`config.mk`:
```
export PLATFORM = sky130hd
export DESIGN_NAME = regfile_sequencer
export DESIGN_NICKNAME = d
export VERILOG_FILES = /design/src/rtl/regfile_sequencer_pkg.sv /design/src/rtl/regseq_alu.sv /design/src/rtl/regfile_sequencer.sv
export SDC_FILE = /design/constraint.sdc
export NUM_CORES = 1
export LEC_CHECK = 0
export ABC_AREA = 1
export BUFFER_PORTS_ARGS = -buffer_cell sky130_fd_sc_hd__buf_4
export CELL_PAD_IN_SITES_DETAIL_PLACEMENT = 1
export CELL_PAD_IN_SITES_GLOBAL_PLACEMENT = 1
export CORE_UTILIZATION = 34
export CTS_BUF_LIST = sky130_fd_sc_hd__clkbuf_4
export CTS_CLUSTER_SIZE = 16
export DETAILED_ROUTE_END_ITERATION = 16
export GPL_ROUTABILITY_DRIVEN = 0
export HOLD_SLACK_MARGIN = 0.02
export PLACE_DENSITY_LB_ADDON = 0.1
export SYNTH_ARGS = -nofsm -noshare
export SYNTH_HDL_FRONTEND = slang
export SYNTH_SLANG_ARGS = --single-unit
```
`constraint.sdc`:
```
create_clock -name clk -period 2.6 [get_ports clk]
set_input_delay 0.52 -clock clk [delete_from_list [all_inputs] [get_ports clk]]
set_output_delay 0.52 -clock clk [all_outputs]
set_load 0.02 [all_outputs]
```
`src/rtl/regfile_sequencer_pkg.sv`:
```
// Shared types and defaults for the register-file sequencer.
// Op-code and state encodings live here so the datapath can reuse them.
package regfile_sequencer_pkg;

  localparam int DEF_DATA_W = 32;
  localparam int DEF_ADDR_W = 2;

  typedef enum logic [1:0] {
    OP_ADD = 2'b00,
    OP_SUB = 2'b01,
    OP_AND = 2'b10,
    OP_OR  = 2'b11
  } aluOp_e;

  typedef enum logic [1:0] {
    S_IDLE  = 2'b00,
    S_READ  = 2'b01,
    S_EXEC  = 2'b10,
    S_WRITE = 2'b11
  } seqState_e;

endpackage

```
`src/rtl/regseq_alu.sv`:
```
// Combinational ALU: ADD/SUB/AND/OR with signed overflow.
// Overflow is meaningful for ADD/SUB only and reads 0 otherwise.
module regseq_alu
  import regfile_sequencer_pkg::*;
#(
  parameter int W = DEF_DATA_W
) (
  input  aluOp_e       op,
  input  logic [W-1:0] a,
  input  logic [W-1:0] b,
  output logic [W-1:0] res,
  output logic         ovf
);

  always_comb begin
    res = '0;
    ovf = 1'b0;
    unique case (op)
      OP_ADD: begin
        res = a + b;
        ovf = (a[W-1] == b[W-1]) && (res[W-1] != a[W-1]);
      end
      OP_SUB: begin
        res = a - b;
        ovf = (a[W-1] != b[W-1]) && (res[W-1] != a[W-1]);
      end
      OP_AND: res = a & b;
      OP_OR:  res = a | b;
      default: ;
    endcase
  end

endmodule

```
`src/rtl/regfile_sequencer.sv`:
```
// Fixed-latency read/exec/write sequencer for a 2R1W register file.
// Define OVF_TRAP_EN to suppress writes of signed-overflowing ADD/SUB.
module regfile_sequencer
  import regfile_sequencer_pkg::*;
#(
  parameter int DATA_W = DEF_DATA_W,
  parameter int ADDR_W = DEF_ADDR_W
) (
  input  logic              clk,
  input  logic              reset,
  input  logic              cmd_valid,
  output logic              cmd_ready,
  input  logic [1:0]        cmd_op,
  input  logic [ADDR_W-1:0] cmd_rd,
  input  logic [ADDR_W-1:0] cmd_rs1,
  input  logic [ADDR_W-1:0] cmd_rs2,
  output logic [ADDR_W-1:0] ReadReg1,
  output logic [ADDR_W-1:0] ReadReg2,
  input  logic [DATA_W-1:0] ReadData1,
  input  logic [DATA_W-1:0] ReadData2,
  output logic [ADDR_W-1:0] WriteReg,
  output logic [DATA_W-1:0] WriteData,
  output logic              RegWrite,
  output logic              done,
  output logic [DATA_W-1:0] result,
  output logic              ovf
);

  seqState_e         state;
  aluOp_e            opReg;
  logic [ADDR_W-1:0] rdReg;
  logic [DATA_W-1:0] aluRes;
  logic              aluOvf;

  regseq_alu #(.W(DATA_W)) uAlu (
    .op (opReg),
    .a  (ReadData1),
    .b  (ReadData2),
    .res(aluRes),
    .ovf(aluOvf)
  );

`ifndef OVF_TRAP_EN
  logic unusedOvf;
  assign unusedOvf = aluOvf;
`endif

  always_ff @(posedge clk) begin
    if (reset) begin
      state     <= S_IDLE;
      opReg     <= OP_ADD;
      rdReg     <= '0;
      cmd_ready <= 1'b1;
      ReadReg1  <= '0;
      ReadReg2  <= '0;
      WriteReg  <= '0;
      WriteData <= '0;
      RegWrite  <= 1'b0;
      done      <= 1'b0;
      result    <= '0;
      ovf       <= 1'b0;
    end else begin
      RegWrite <= 1'b0;
      done     <= 1'b0;
      unique case (state)
        S_IDLE: begin
          if (cmd_valid && cmd_ready) begin
            opReg     <= aluOp_e'(cmd_op);
            rdReg     <= cmd_rd;
            ReadReg1  <= cmd_rs1;
            ReadReg2  <= cmd_rs2;
            cmd_ready <= 1'b0;
            state     <= S_READ;
          end
        end
        S_READ: state <= S_EXEC;
        S_EXEC: begin
          // Operands are consumed here, before any write-back.
          WriteReg  <= rdReg;
          WriteData <= aluRes;
          result    <= aluRes;
          done      <= 1'b1;
`ifdef OVF_TRAP_EN
          ovf       <= aluOvf;
          RegWrite  <= !aluOvf;
`else
          ovf       <= 1'b0;
          RegWrite  <= 1'b1;
`endif
          state     <= S_WRITE;
        end
        S_WRITE: begin
          cmd_ready <= 1'b1;
          state     <= S_IDLE;
        end
        default: state <= S_IDLE;
      endcase
    end
  end

endmodule
```
==> results.json <==
{
  "status": "complete, but fails checks",
  "violations": "negative setup slack",
  "period_share_pct": 105,
  "initialDrtViolationCount": 366,
  "power.density_nw_per_um2": 870,
  "synthCells": 961,
  "arrival_ps": 3120,
  "track_usage_pct": 30.3,
  "place_area_um2": 7820,
  "wire_per_inst_um": 19.3,
  "maxCapViolCount": 0,
  "ys.warnings.count": 0,
  "ios": 149,
  "r2r.worst_path.cells": 18,
  "ant_nets": 0,
  "vias": 7653,
  "tns_ps": -1160,
  "io_buffers": 147,
  "crit_start": "ReadData2[1]",
  "path_clk_slew_ps": 190,
  "syn-cell-area_um2": 5610,
  "finalMaxSlewViolations": 0,
  "clock_path_buffers": 2,
  "syn_nets": 1075,
  "rrSetupSlack_ps": -110,
  "fp.dieArea_um2": 17000,
  "rsz0062_at_grt": "yes",
  "tightest_slew_ps": 661,
  "timing.rr.end": "result[15]$_SDFFE_PP0P_",
  "design_area_um2": 9100,
  "synth.top_cells.by_area": "dfxtp_1, nand2_1, inv_1",
  "grt_max_degree": 47,
  "numCtsBuffers": 5,
  "grt_first_pass_wirelength_mm": 39.1,
  "required_ps": 3000,
  "slew_headroom_pct": 55.6,
  "finClkSkew_ps": 28.6,
  "hold_viol": 0,
  "coreArea_um2": 16000,
  "die_w_um": 130,
  "overflow": 0,
  "ys_seq_area_share_pct": 16.4,
  "yosysTopAreaCellShare_pct": 16.4,
  "worstSetupPathType": "in2reg",
  "drive_above_1_share_pct": 45.4,
  "crit_fanout": 5,
  "wl_mm": 28.0,
  "worst_setup_path_end_kind": "flop",
  "fin_crit_ps": 2720,
  "place_ws_ps": -772,
  "rows": 46,
  "worstReg2RegStart": "opReg[0]$_SDFFE_PP0P_",
  "max_freq_mhz": 367,
  "yosys.area.top_type": "dfxtp_1",
  "seq_area_um2": 923,
  "postSynthAreaPerCell_um2": 5.84,
  "synth-seq-cells": 46,
  "cp-start-kind": "input pin",
  "hpwlAfterDp_mm": 20.4,
  "multi_input_area_um2": 4810,
  "syn_to_final_growth_pct": 62.3,
  "filler_cell_count": 2169,
  "grt_pass1_vias": 7474,
  "hold_class": "in2reg",
  "nets": 1346,
  "cts_tree": "yes",
  "setup_viol": 15,
  "antenna_found_initial": 1,
  "synth_cell_types": 40,
  "via_per_inst": 5.28,
  "p_leak_nw": 4.56,
  "cts-root-buf": "clkbuf_4",
  "initial_utilization_pct": 35.1,
  "vdd_drop_max_uv": 396,
  "clkSinkCount": 46,
  "die_y_um": 130,
  "clock_latency_ps": 460,
  "endpoint": "result[28]$_SDFFE_PP0P_",
  "remaining_drc_errors": 0,
  "cts_max_level": 2,
  "first_pass_iters": 5,
  "finalPower_mw": 7.92,
  "fin_ws_ps": -121
}
==> cell type report <==
class                   instances  area share (%)
well taps                     216            2.97
repair buffers                320            27.4
clock inverters                 3           0.261
flip-flops and latches         46            10.1
diodes                          1          0.0275
multi-input cells             723            52.8
clock buffers                   5           0.412
inverters                     136            5.91
==> routing by layer <==
layer  global-route usage (%)  vias to the layer above  part of all wire, %  routed length (µm)
li1                         -                     3629                    -                   -
met1                     37.8                     3738                   42               11800
met2                     53.2                      221                   50               13900
met3                     4.76                       65                  5.0                1390
met4                     10.2                        0                  3.5                 981
met5                        0                        -                    0                   0
==> Yosys cell counts, drive strengths merged <==
cell,number
nand2,251
inv,136
nor2,125
a21oi,76
o21ai,75
nand3,49
dfxtp,46
buf,43
ha,38
xor2,20
a311oi,15
clkbuf,13
nor3,12
a31oi,10
nand3b,10
xnor2,10
a41oi,7
nand4,6
o21bai,3
or2,3
a211oi,2
a21o,2
o21a,2
o31ai,2
a221o,1
and2,1
conb,1
fa,1
nor4,1
==> where the power goes <==
| part | internal [mW] | switching [mW] |
|---|---|---|
| sequential | 0.951 | 0.221 |
| combinational | 2.61 | 3.67 |
| clock | 0.108 | 0.351 |
==> metrics by stage <==
| step | std cells | util [%] | hold slack, ps |
|---|---|---|---|
| 4_1_cts | 1440 | 52.2 | 212 |
| 3_5_place_dp | 1417 | 48.9 | 438 |
| 5_1_grt | 1450 | 56.9 | 210 |
| 2_1_floorplan | 961 | - | 430 |
| 3_3_place_gp | 1417 | 48.9 | 433 |
| 6_report | 1450 | 56.9 | 230 |
==> repair_timing <==
item | in CTS | in global routing
endpoints found under the setup margin | 22 | 25
pin swaps | 41 | 87
resized for setup | 92 | 179
setup buffers | 15 | 10
hold buffers | 0 | 0
==> flip-flops by register name, summed over array words and instances, names as in the netlist <==
register   count
ReadReg2       2
ReadReg1       2
state          2
done           1
opReg          2
cmd_ready      1
result        32
rdReg          2
WriteReg       2
==> cells by family (layout without fill, tap and decap cells) <==
logic type	count (synthesis)	after routing	synth area share, %
compound gates	195	195	19.8
xor+xnor	30	30	4.68
fa+ha+maj	39	39	8.83
buf+inv	192	464	15.3
flops	46	46	16.4
other cells	1	2	0.0669
simple gates	458	458	34.8
==> cell usage in the layout (no fill, tap or decap), types with 4 or more instances in the layout <==
cell / n
a21oi_1: 44
xnor2_1: 9
dfxtp_1: 44
a41oi_1: 7
ha_4: 14
clkbuf_4: 5
nand3b_1: 10
nand2_4: 14
nand2_1: 179
a21oi_2: 29
o21ai_0: 65
nor2_2: 25
nor2_1: 78
inv_2: 13
nand4_1: 6
nor3_2: 4
a311oi_1: 15
nand3_2: 19
nor3_1: 4
xor2_1: 18
nor2_4: 21
o21ai_1: 7
nand3_1: 27
buf_4: 300
nor3_4: 4
nand2_2: 58
ha_1: 21
a31oi_1: 10
buf_6: 17
inv_1: 118
==> how the worst min path moves through the flow <==
stage | slack [ps] | cells past startpoint | end | from
final | 230 | 2 | done$_SDFF_PP0_ | reset
after floorplan | 430 | 2 | rdReg[1]$_SDFFE_PP0P_ | rdReg[1]$_SDFFE_PP0P_
after CTS | 210 | 2 | done$_SDFF_PP0_ | reset
after global placement | 430 | 2 | ReadReg1[0]$_SDFFE_PP0P_ | ReadReg1[0]$_SDFFE_PP0P_
after detailed placement | 440 | 2 | ReadReg2[1]$_SDFFE_PP0P_ | ReadReg2[1]$_SDFFE_PP0P_
after global routing | 210 | 2 | done$_SDFF_PP0_ | reset
==> worst max-delay path: stages <==
cell,delay [ps]
buf_12,110
inv_12,50
ha_4,140
nand3_4,70
nor2_4,140
nand3_4,110
nor2_4,200
nand2_2,90
nor2_2,130
nor2_2,60
xor2_1,160
ha_2,420
nand2_2,110
nor2_1,170
nand2_1,100
nor2_1,140
nand2_1,90
nand3b_1,80
nand3_1,80
a21oi_1,120
Power figures use the tool's default switching activity.
